===== config.mk =====
export PLATFORM = sky130hd
export DESIGN_NAME = rv32i_fetch_unit
export DESIGN_NICKNAME = d
export VERILOG_FILES = /design/src/rtl/rv32i_fetch_unit.sv
export SDC_FILE = /design/constraint.sdc
export NUM_CORES = 1
export LEC_CHECK = 0
export ABC_AREA = 1
export CORE_MARGIN = 5
export CORE_UTILIZATION = 53
export CTS_CLUSTER_SIZE = 14
export DETAILED_ROUTE_END_ITERATION = 12
export PLACE_DENSITY_LB_ADDON = 0.2
export REMOVE_ABC_BUFFERS = 1
export SLEW_MARGIN = 20
export SYNTH_ARGS = -nofsm -noshare
export SYNTH_HDL_FRONTEND = slang
export SYNTH_SLANG_ARGS = --single-unit
export TNS_END_PERCENT = 1

===== constraint.sdc =====
create_clock -name clk_i -period 4.1 [get_ports clk_i]
set_input_delay 0.82 -clock clk_i [delete_from_list [all_inputs] [get_ports clk_i]]
set_output_delay 0.82 -clock clk_i [all_outputs]
set_load 0.05 [all_outputs]

===== src/rtl/rv32i_fetch_unit.sv =====
// rv32i_fetch_unit: RV32I instruction fetch with req/gnt/rvalid imem port, credit-limited prefetch and redirect flush
// Ports:
//   clk_i, resetn_i                  clock, asynchronous active-low reset
//   stall_i, redirect_i              decode stall, branch/jump restart
//   redirect_pc_i                    restart target (low two bits ignored)
//   imem_req_o/addr_o/gnt_i          request channel, address is the fetch PC
//   imem_rvalid_i/rdata_i            in-order response channel
//   instr_valid_o/instr_o/instr_pc_o buffered instruction to decode (NOP when empty)
//   proto_err_o                      sticky: response seen with nothing outstanding
module rv32i_fetch_unit #(
  parameter logic [31:0] RESET_PC   = 32'h0000_0000,
  parameter int          FIFO_DEPTH = 2,
  parameter int          MAX_OUTST  = 2
) (
  input  logic        clk_i,
  input  logic        resetn_i,
  input  logic        stall_i,
  input  logic        redirect_i,
  input  logic [31:0] redirect_pc_i,
  output logic        imem_req_o,
  output logic [31:0] imem_addr_o,
  input  logic        imem_gnt_i,
  input  logic        imem_rvalid_i,
  input  logic [31:0] imem_rdata_i,
  output logic        instr_valid_o,
  output logic [31:0] instr_o,
  output logic [31:0] instr_pc_o,
  output logic        proto_err_o
);
  localparam int OW = $clog2(MAX_OUTST + 1);
  localparam int CW = $clog2(FIFO_DEPTH + 1);
  localparam int SW = CW + 1;
  localparam int PW = $clog2(FIFO_DEPTH);
  localparam logic [31:0] NOP = 32'h0000_0013;
  logic [31:0] fetch_pc;
  logic [OW-1:0] outst, outst_n, discard;
  logic [CW-1:0] cnt;
  logic [PW-1:0] wr, rd, pq_wr, pq_rd;
  logic [31:0] data_q [FIFO_DEPTH];
  logic [31:0] pc_q [FIFO_DEPTH];
  logic [31:0] pq [FIFO_DEPTH];
  logic fire, rv_ok, push, pop, perr;
  logic unused_pc_lo;
  assign unused_pc_lo = ^redirect_pc_i[1:0];
  // Credits count both in-flight requests and buffered words so every response has a slot.
  assign imem_req_o = resetn_i && (outst < OW'(MAX_OUTST)) &&
                      ((SW'(outst) + SW'(cnt)) < SW'(FIFO_DEPTH));
  assign imem_addr_o = fetch_pc;
  assign fire = imem_req_o && imem_gnt_i;
  assign rv_ok = imem_rvalid_i && (outst != '0);
  assign push = rv_ok && !redirect_i && (discard == '0);
  assign pop = instr_valid_o && !stall_i && !redirect_i;
  assign outst_n = outst + OW'(fire) - OW'(rv_ok);
  assign instr_valid_o = cnt != '0;
  assign instr_o = instr_valid_o ? data_q[rd] : NOP;
  assign instr_pc_o = instr_valid_o ? pc_q[rd] : 32'h0;
  assign proto_err_o = perr;
  always_ff @(posedge clk_i or negedge resetn_i) begin
    if (!resetn_i) begin
      fetch_pc <= RESET_PC;
      outst <= '0;
      discard <= '0;
      cnt <= '0;
      wr <= '0;
      rd <= '0;
      pq_wr <= '0;
      pq_rd <= '0;
      perr <= 1'b0;
    end else begin
      outst <= outst_n;
      perr <= perr | (imem_rvalid_i && (outst == '0));
      pq_wr <= pq_wr + PW'(fire);
      pq_rd <= pq_rd + PW'(rv_ok);
      if (redirect_i) begin
        // Everything still in flight after this edge belongs to the old path.
        fetch_pc <= {redirect_pc_i[31:2], 2'b00};
        discard <= outst_n;
        cnt <= '0;
        rd <= wr;
      end else begin
        if (fire) fetch_pc <= fetch_pc + 32'd4;
        if (rv_ok && (discard != '0)) discard <= discard - OW'(1);
        wr <= wr + PW'(push);
        rd <= rd + PW'(pop);
        cnt <= cnt + CW'(push) - CW'(pop);
      end
    end
  end
  // Pending-PC queue tags each response with the address it was fetched from.
  always_ff @(posedge clk_i) begin
    if (fire) pq[pq_wr] <= fetch_pc;
    if (push) begin
      data_q[wr] <= imem_rdata_i;
      pc_q[wr] <= pq[pq_rd];
    end
  end
endmodule


==> results.cfg, run 1 <==
[status]
status = complete, no violations

[floorplanning]
coreArea_um2 = 18000
chipHeight_um = 145
fp.dieW_um = 145
rows = 49
die-area_um2 = 21100
initial_core_util_pct = 54.0
io_pins = 169

[final_layout]
final_nets = 1154
num_antenna_cells = 0
multi_input_area_um2 = 2720
drive_above_1_share_pct = 6.61
area_growth_pct = 26.4
regArea_um2 = 6550
nFillCells = 1347

[cts]
cts_buffer_depth = 3
cts_made_buffers = 23
cts_htree_levels = 1
tritoncts = yes
post_cts_resize_count = 0
cts_hold_buf = 0
cts.clk_slew.worst_paths_ps = 60
worstSkewPairLatency_ps = 500
cts_root_buf = clkbuf_16
cts_sinks = 225
post-cts-setup-buffers = 0

[detailed_routing]
drc_errors = 0
wl_um = 21000
viasPerCell = 5.14
drt_iter0_markers = 420
drtAntennaViolNets = 0
drtPass1Iterations = 5
num_vias = 6771
wl_per_cell_um = 16.0

[timing]
period_needed_ps = 3590
rsz0062_at_grt = false
skew_ps = 13.2
fin_tns_setup_ps = 0
worst_pin_slew_ps = 1000
hold_viol_final = 0
slew_headroom_pct = 33.0
setup_viol = 0
fin_ws_ps = 509
post-route-period-util_pct = 87.6
fmax_mhz = 278
finalMaxSlewViolations = 0

[yosys]
yosys.area_share.simple_pct = 20.1
synth_flop_cell = edfxtp_1
synth_area_um2 = 9690
async_reset_ff_share_pct = 18.2
yosysWarnings = 0
synthMuxAreaShare_pct = 0
synth_top_family_by_area = simple AND/OR/NAND/NOR gates
seq_area_frac_synth_pct = 67.6
ys_types = 32
avgSynthCellArea_um2 = 10.7
synth_xor_area_share_pct = 1.08
synth_edf_count = 184
synth_compound_area_share_pct = 5.18
synth_seq_cells = 225
yosys.area_share.adder_pct = 1.50
postSynthCellCount = 910

[setup_path]
arrival_ps = 2770
worstPathRequired_ps = 3280
crit_start = rd
startpoint_type = flip-flop
ff2ff_setup_slack_ps = 1650
cp_max_fo = 33
worstReg2RegStart = outst[0]
end_kind = output pin
critical_path_class = reg -> out

[pwr]
powerDensity_nw_per_um2 = 577
peakVddDrop_mv = 0.343
p_leak_nw = 4.75

[placement]
gp_congestion = 0.862
post-dp-hpwl_um = 13600
port_buffers = 162
pre_cts_slack_ps = 971

[global_routing]
grt_util_all_layers_pct = 19.4
grt_max_degree = 63
grt_pass1_wl_um = 33800
grt.overflow.total = 0
grt_pass1_vias = 6584
antenna_found_initial = 0

[min_path]
hp-start = proto_err_o
hp-class = reg -> reg

[run]
maxCapViolCount = 0
placed cells by master (no fill, tap or decap), drive strengths merged, types with 3 or more instances in the layout:
master | netlist | routed
nand2 | 364 | 364
a21oi | 62 | 62
nand3 | 53 | 53
inv | 62 | 62
dfrtp | 41 | 41
clkdlybuf4s50 | 0 | 161
xnor2 | 8 | 8
o21bai | 7 | 7
bufinv | 0 | 3
o211ai | 4 | 4
conb | 1 | 4
edfxtp | 184 | 184
o21ai | 18 | 18
clkbuf | 19 | 29
clkinv | 0 | 7
buf | 20 | 13
xor2 | 4 | 4
ha | 10 | 10
nor2 | 44 | 44
logic make-up (layout without fill, tap and decap cells):
family / count (synthesis) / after routing
adder cells (fa/ha/maj): 11 / 11
other: 1 / 4
XOR/XNOR: 12 / 12
buffers and inverters: 101 / 277
AO/OA/AOI/OAI: 93 / 93
flip-flops: 225 / 225
AND/OR/NAND/NOR: 467 / 467
path summary, 6_finish.rpt:
path | end | cells after the start
worst max-delay path | instr_pc_o[27] | 5
worst min-delay path | proto_err_o | 1
worst max register to register | discard[1] | 12
worst min register to register | proto_err_o | 1
max in group asynchronous | rd | 2
min in group asynchronous | outst[1] | 2
critical path, stage by stage, from the launching register on:
cell	delay, ps
dfrtp_2	410
inv_2	480
buf_12	280
nand2_1	70
a21oi_1	180
clkdlybuf4s50_1	840
power by group:
part	switching, mW	leakage (nW)	internal (mW)
Sequential	0.218	2.16	2.79
Combinational	1.41	2.24	0.613
Clock	0.806	0.355	1.23
registers in the layout, indices dropped and copies added (netlist names):
register	flops
cnt	2
pq_wr	1
data_q	64
pc_q	60
discard	2
proto_err_o	1
wr	1
pq	60
rd	1
outst	2
imem_addr_o	30
pq_rd	1
metal layers:
metal / track usage (%) / wire length (µm) / vias up
met1: 26.0 / 9170 / 3193
met2: 32.8 / 10200 / 199
li1: - / - / 3349
met4: 4.80 / 364 / 0
met5: 0 / 0 / -
met3: 4.21 / 1280 / 30
synth_stat cells (4+ instances only):
cell type	count	area, µm²
nor2_1	33	124
dfrtp_1	41	1030
nand2_1	357	1340
nor2_2	4	25.0
xnor2_1	8	70.1
xor2_1	4	35.0
buf_4	8	60.1
inv_1	59	221
edfxtp_1	184	5530
buf_2	10	50.1
nand3_1	53	265
nand2_2	4	25.0
o21bai_1	7	52.6
o211ai_1	4	30.0
o21ai_0	18	90.1
ha_1	10	125
nor2_4	6	67.6
clkbuf_1	19	71.3
a21oi_1	61	305
per-stage QoR:
stage               hold WS [ps]  power [mW]  util [%]  area (µm²)  cells
global placement             457        5.04      64.1       11500   1277
floorplan                    478        4.33         -        9500    874
CTS                          479        7.16      68.2       12300   1318
global route                 508        7.45      68.2       12300   1318
detailed placement           466        5.10      64.1       11500   1277
finish                       474        7.08      68.2       12300   1318
area by class of cell:
cell class / instances / area share, %
Sequential cell: 225 / 53.5
Multi-Input combinational cell: 587 / 22.2
Timing Repair Buffer: 174 / 14.0
Tap cell: 229 / 2.34
Inverter: 62 / 1.90
Clock buffer: 29 / 4.96
Clock inverter: 12 / 1.09
No activity file was read; power rests on OpenSTA's default activity.
==> run 2: changes to the inputs <==
- ABC_CLOCK_PERIOD_IN_PS: unset -> 4100
- CORE_MARGIN: 5 -> 4
- GPL_ROUTABILITY_DRIVEN: unset -> 0
==> results.cfg, run 2 (same netlist as run 1, synthesis figures left out) <==
[timing]
period_needed_ps = 3600
skew_ps = 9.24
post-route-period-util_pct = 87.8
fmax_mhz = 278
finalMaxSlewViolations = 0
setup_viol = 0
slew_headroom_pct = 29.7
rsz0062_at_grt = false
hold_viol_final = 0
worst_pin_slew_ps = 1050
fin_tns_setup_ps = 0

[setup_path]
worstPathRequired_ps = 3280
end_kind = output pin
arrival_ps = 2780
path_buf_inv = 2
startpoint_type = flip-flop
critPathTopFamily = buffers and inverters
cpPeakStageDelay_ps = 750
cp_max_fo = 43
crit_chain = or2_1, inv_2, a21oi_1, clkdlybuf4s50_1
critical-path-slowest-cell = clkdlybuf4s50_1
critical_path_class = reg -> out

[detailed_routing]
drc_errors = 0
viasPerCell = 5.11
drtAntennaViolNets = 0
wl_per_cell_um = 15.6
drt_iter0_markers = 420
wl_um = 20500
drtPass1Iterations = 5
num_vias = 6752

[global_routing]
grt_pass1_vias = 6720
grt.overflow.total = 0
grt_pass1_wl_um = 33300
grt_util_all_layers_pct = 20.3
grt_max_degree = 63
antenna_found_initial = 0

[placement]
port_buffers = 162
place_area_um2 = 11500
dp.cells = 1280
post-dp-hpwl_um = 13300

[floorplanning]
io_pins = 169
rows = 49
coreArea_um2 = 18000
chipHeight_um = 143
fp.dieW_um = 143
die-area_um2 = 20500
initial_core_util_pct = 54.0

[final_layout]
mostFrequentLayoutCell = nand2_1
fin_util_pct = 67.9
stdcell_area_um2 = 12200
num_antenna_cells = 0
largest_register = data_q
largest_reg_flops = 64
drive_above_1_share_pct = 8.70
final_nets = 1157
reg_top3 = data_q: 64 flops, pc_q: 60 flops, pq: 60 flops
nFillCells = 1379
mostFrequentLayoutCells = 357 x nand2_1, 184 x edfxtp_1, 142 x clkdlybuf4s50_1, 61 x a21oi_1, 59 x inv_1
area_growth_pct = 25.8
instances_no_fill = 1321

[cts]
tritoncts = yes
cts_root_buf = clkbuf_16
worstSkewPairLatency_ps = 490
post-cts-setup-buffers = 0
cts_buffer_depth = 3
cts.clk_slew.worst_paths_ps = 60
cts_htree_levels = 1
cts_hold_buf = 0
cts_made_buffers = 23
cts_sinks = 225
post_cts_resize_count = 0

[pwr]
powerDensity_nw_per_um2 = 571
seq_power_share_pct = 42.5
peakVddDrop_mv = 0.331
combPwrFrac_pct = 29.7
p_int_mw = 4.56
p_leak_nw = 4.80
p_sw_share_pct = 34.5
switchingPower_mw = 2.40
p_clk_share_pct = 27.8

[min_path]
hp-class = in -> async

[status]
status = complete, no violations

[run]
maxCapViolCount = 0
run 2: cell types whose count changed in the layout (fill, tap and decap cells not counted):
cell | previous run | this run
dfrtp_2 | 2 | 1
clkbuf_8 | 1 | 3
bufinv_16 | 3 | 1
clkinv_1 | 5 | 2
buf_4 | 11 | 33
clkinv_2 | 2 | 6
dfrtp_1 | 39 | 40
clkinvlp_4 | 2 | 0
clkdlybuf4s50_1 | 161 | 142
clkbuf_1 | 5 | 6
run 2: layer usage:
metal	vias to the layer above	track usage, %	part of all wire (%)
met5	-	0	0
met4	0	4.96	1.7
met3	29	2.98	6.0
met2	191	35.1	49
met1	3174	27.5	43
li1	3358	-	-
run 2: layout make-up:
class,count,area [µm²],share of cell area (%)
clock buffers,32,639,5.24
clock inverters,9,67.6,0.554
inverters,62,233,1.91
multi-input cells,587,2720,22.3
flip-flops and latches,225,6550,53.7
well taps,229,287,2.35
repair buffers,177,1690,13.9
run 2: final timing paths:
check	start	endpoint	slack [ps]	cells after the start
setup / recovery	cnt[1]	instr_pc_o[23]	500	4
hold / removal	resetn_i	proto_err_o	440	2
setup reg to reg	outst[1]	discard[1]	1670	10
hold reg to reg	proto_err_o	proto_err_o	480	1
max in group asynchronous	resetn_i	rd	3230	2
min in group clk_i	proto_err_o	proto_err_o	480	1
run 2: power groups by stage:
stage | Clock [mW] | Sequential (mW) | Combinational, mW
after floorplan | 0 | 3.20 | 1.13
after global placement | 0 | 2.99 | 2.05
after detailed placement | 0 | 3.00 | 2.09
after CTS | 1.97 | 2.96 | 2.10
after global routing | 2.08 | 2.99 | 2.28
final | 1.94 | 2.96 | 2.06
run 2: metrics by stage:
step                      hold slack [ps]  setup slack, ps  total power, mW
after CTS                             453              419             7.04
after floorplan                       478              751             4.33
after global routing                  486              338             7.34
after global placement                455              988             5.05
after detailed placement              469              948             5.09
final                                 443              500             6.96
==> run 3: changes to the inputs <==
--- a/constraint.sdc
+++ b/constraint.sdc
@@ -3,2 +3,2 @@
 set_output_delay 0.82 -clock clk_i [all_outputs]
-set_load 0.05 [all_outputs]
+set_load 0.02 [all_outputs]
==> results.cfg, run 3 (same netlist as run 1, synthesis figures left out) <==
[global_routing]
grt_max_degree = 63
grt_util_all_layers_pct = 20.0
grt_pass1_wl_um = 32800
antenna_found_initial = 0
grt.overflow.total = 0
grt_pass1_vias = 6532

[detailed_routing]
wl_um = 20300
drt_iter0_markers = 362
viasPerCell = 5.03
drtAntennaViolNets = 0
num_vias = 6620
drc_errors = 0
drtPass1Iterations = 5
wl_per_cell_um = 15.4

[final_layout]
area_growth_pct = 26.5
mostFrequentLayoutCell = nand2_1
drive_above_1_share_pct = 6.71
stdcell_area_um2 = 12300
reg_top3 = data_q: 64 flops, pc_q: 60 flops, pq: 60 flops
regArea_um2 = 6550
nFillCells = 1370
num_antenna_cells = 0
mostFrequentLayoutCells = 357 x nand2_1, 184 x edfxtp_1, 161 x clkdlybuf4s50_1, 61 x a21oi_1, 59 x inv_1
largest_register = data_q
final_nets = 1153
multi_input_area_um2 = 2720
largest_reg_flops = 64

[setup_path]
cp_max_fo = 36
end_kind = output pin
worstPathRequired_ps = 3280
critical_path_class = reg -> out
startpoint_type = flip-flop
arrival_ps = 2710

[floorplanning]
io_pins = 169
fp.dieW_um = 143
rows = 49
initial_core_util_pct = 54.0
die-area_um2 = 20500
chipHeight_um = 143
coreArea_um2 = 18000

[cts]
worstSkewPairLatency_ps = 490
cts_made_buffers = 23
cts.clk_slew.worst_paths_ps = 60
post-cts-setup-buffers = 0
tritoncts = yes
cts_root_buf = clkbuf_16
post_cts_resize_count = 0
cts_sinks = 225
cts_hold_buf = 0
cts_buffer_depth = 3
cts_htree_levels = 1

[timing]
post-route-period-util_pct = 86.0
slew_headroom_pct = 29.1
rsz0062_at_grt = false
setup_viol = 0
period_needed_ps = 3530
fin_ws_ps = 574
finalMaxSlewViolations = 0
skew_ps = 9.02
fin_tns_setup_ps = 0
hold_viol_final = 0
worst_pin_slew_ps = 1060
fmax_mhz = 284

[pwr]
switchingPower_mw = 2.06
p_int_mw = 4.63
p_sw_share_pct = 30.8
p_leak_nw = 4.76
seq_power_share_pct = 44.3
powerDensity_nw_per_um2 = 545
peakVddDrop_mv = 0.305
p_clk_share_pct = 30.0
combPwrFrac_pct = 25.7

[min_path]
hp-class = in -> async

[placement]
place_area_um2 = 11500
post-dp-hpwl_um = 13200
pre_cts_slack_ps = 1040
port_buffers = 162

[run]
maxCapViolCount = 0

[status]
status = complete, no violations
## run 3: final timing paths
| check | start | to | slack (ps) | cells past startpoint |
|---|---|---|---|---|
| min | resetn_i | proto_err_o | 470 | 2 |
| min reg2reg | proto_err_o | proto_err_o | 480 | 1 |
| min in group clk_i | proto_err_o | proto_err_o | 480 | 1 |
| max reg2reg | outst[0] | discard[1] | 1660 | 12 |
| max in group asynchronous | resetn_i | rd | 3210 | 2 |
| max | rd | instr_o[17] | 570 | 5 |
## run 3: stage by stage
stage / util [%] / total power [mW] / hold slack [ps] / std cells
after global placement: 64.1 / 4.68 / 457 / 1276
final: 68.3 / 6.69 / 466 / 1317
after detailed placement: 64.1 / 4.75 / 466 / 1276
after floorplan: - / 3.99 / 478 / 874
after CTS: 68.3 / 6.76 / 481 / 1317
after global routing: 68.3 / 7.08 / 488 / 1317
## run 3: power groups by stage
stage / Sequential (mW) / Combinational, mW / Clock, mW
after floorplan: 3.09 / 0.894 / 0
after global placement: 2.99 / 1.69 / 0
after detailed placement: 3.00 / 1.74 / 0
after CTS: 2.96 / 1.75 / 2.05
after global routing: 2.99 / 1.93 / 2.16
final: 2.96 / 1.72 / 2.01
## run 3: cell type report
type                    instances  share of cell area, %
flip-flops and latches        225                   53.4
clock buffers                  36                   5.66
repair buffers                173                   14.1
clock inverters                 5                  0.418
well taps                     229                   2.34
inverters                      62                   1.90
multi-input cells             587                   22.2
## run 3: critical path, cell delays in order (launching register included)
cell and delay [ps]:
dfrtp_2 400, inv_2 490, buf_4 440, nand2_1 90, a21oi_1 160, clkdlybuf4s50_1 620
## run 3: per-layer routing
metal,vias to the layer above,routed length (µm),track usage (%)
li1,3340,-,-
met1,3066,8700,27.1
met2,192,9960,34.4
met3,22,1430,3.25
met4,0,244,4.61
met5,-,0,0
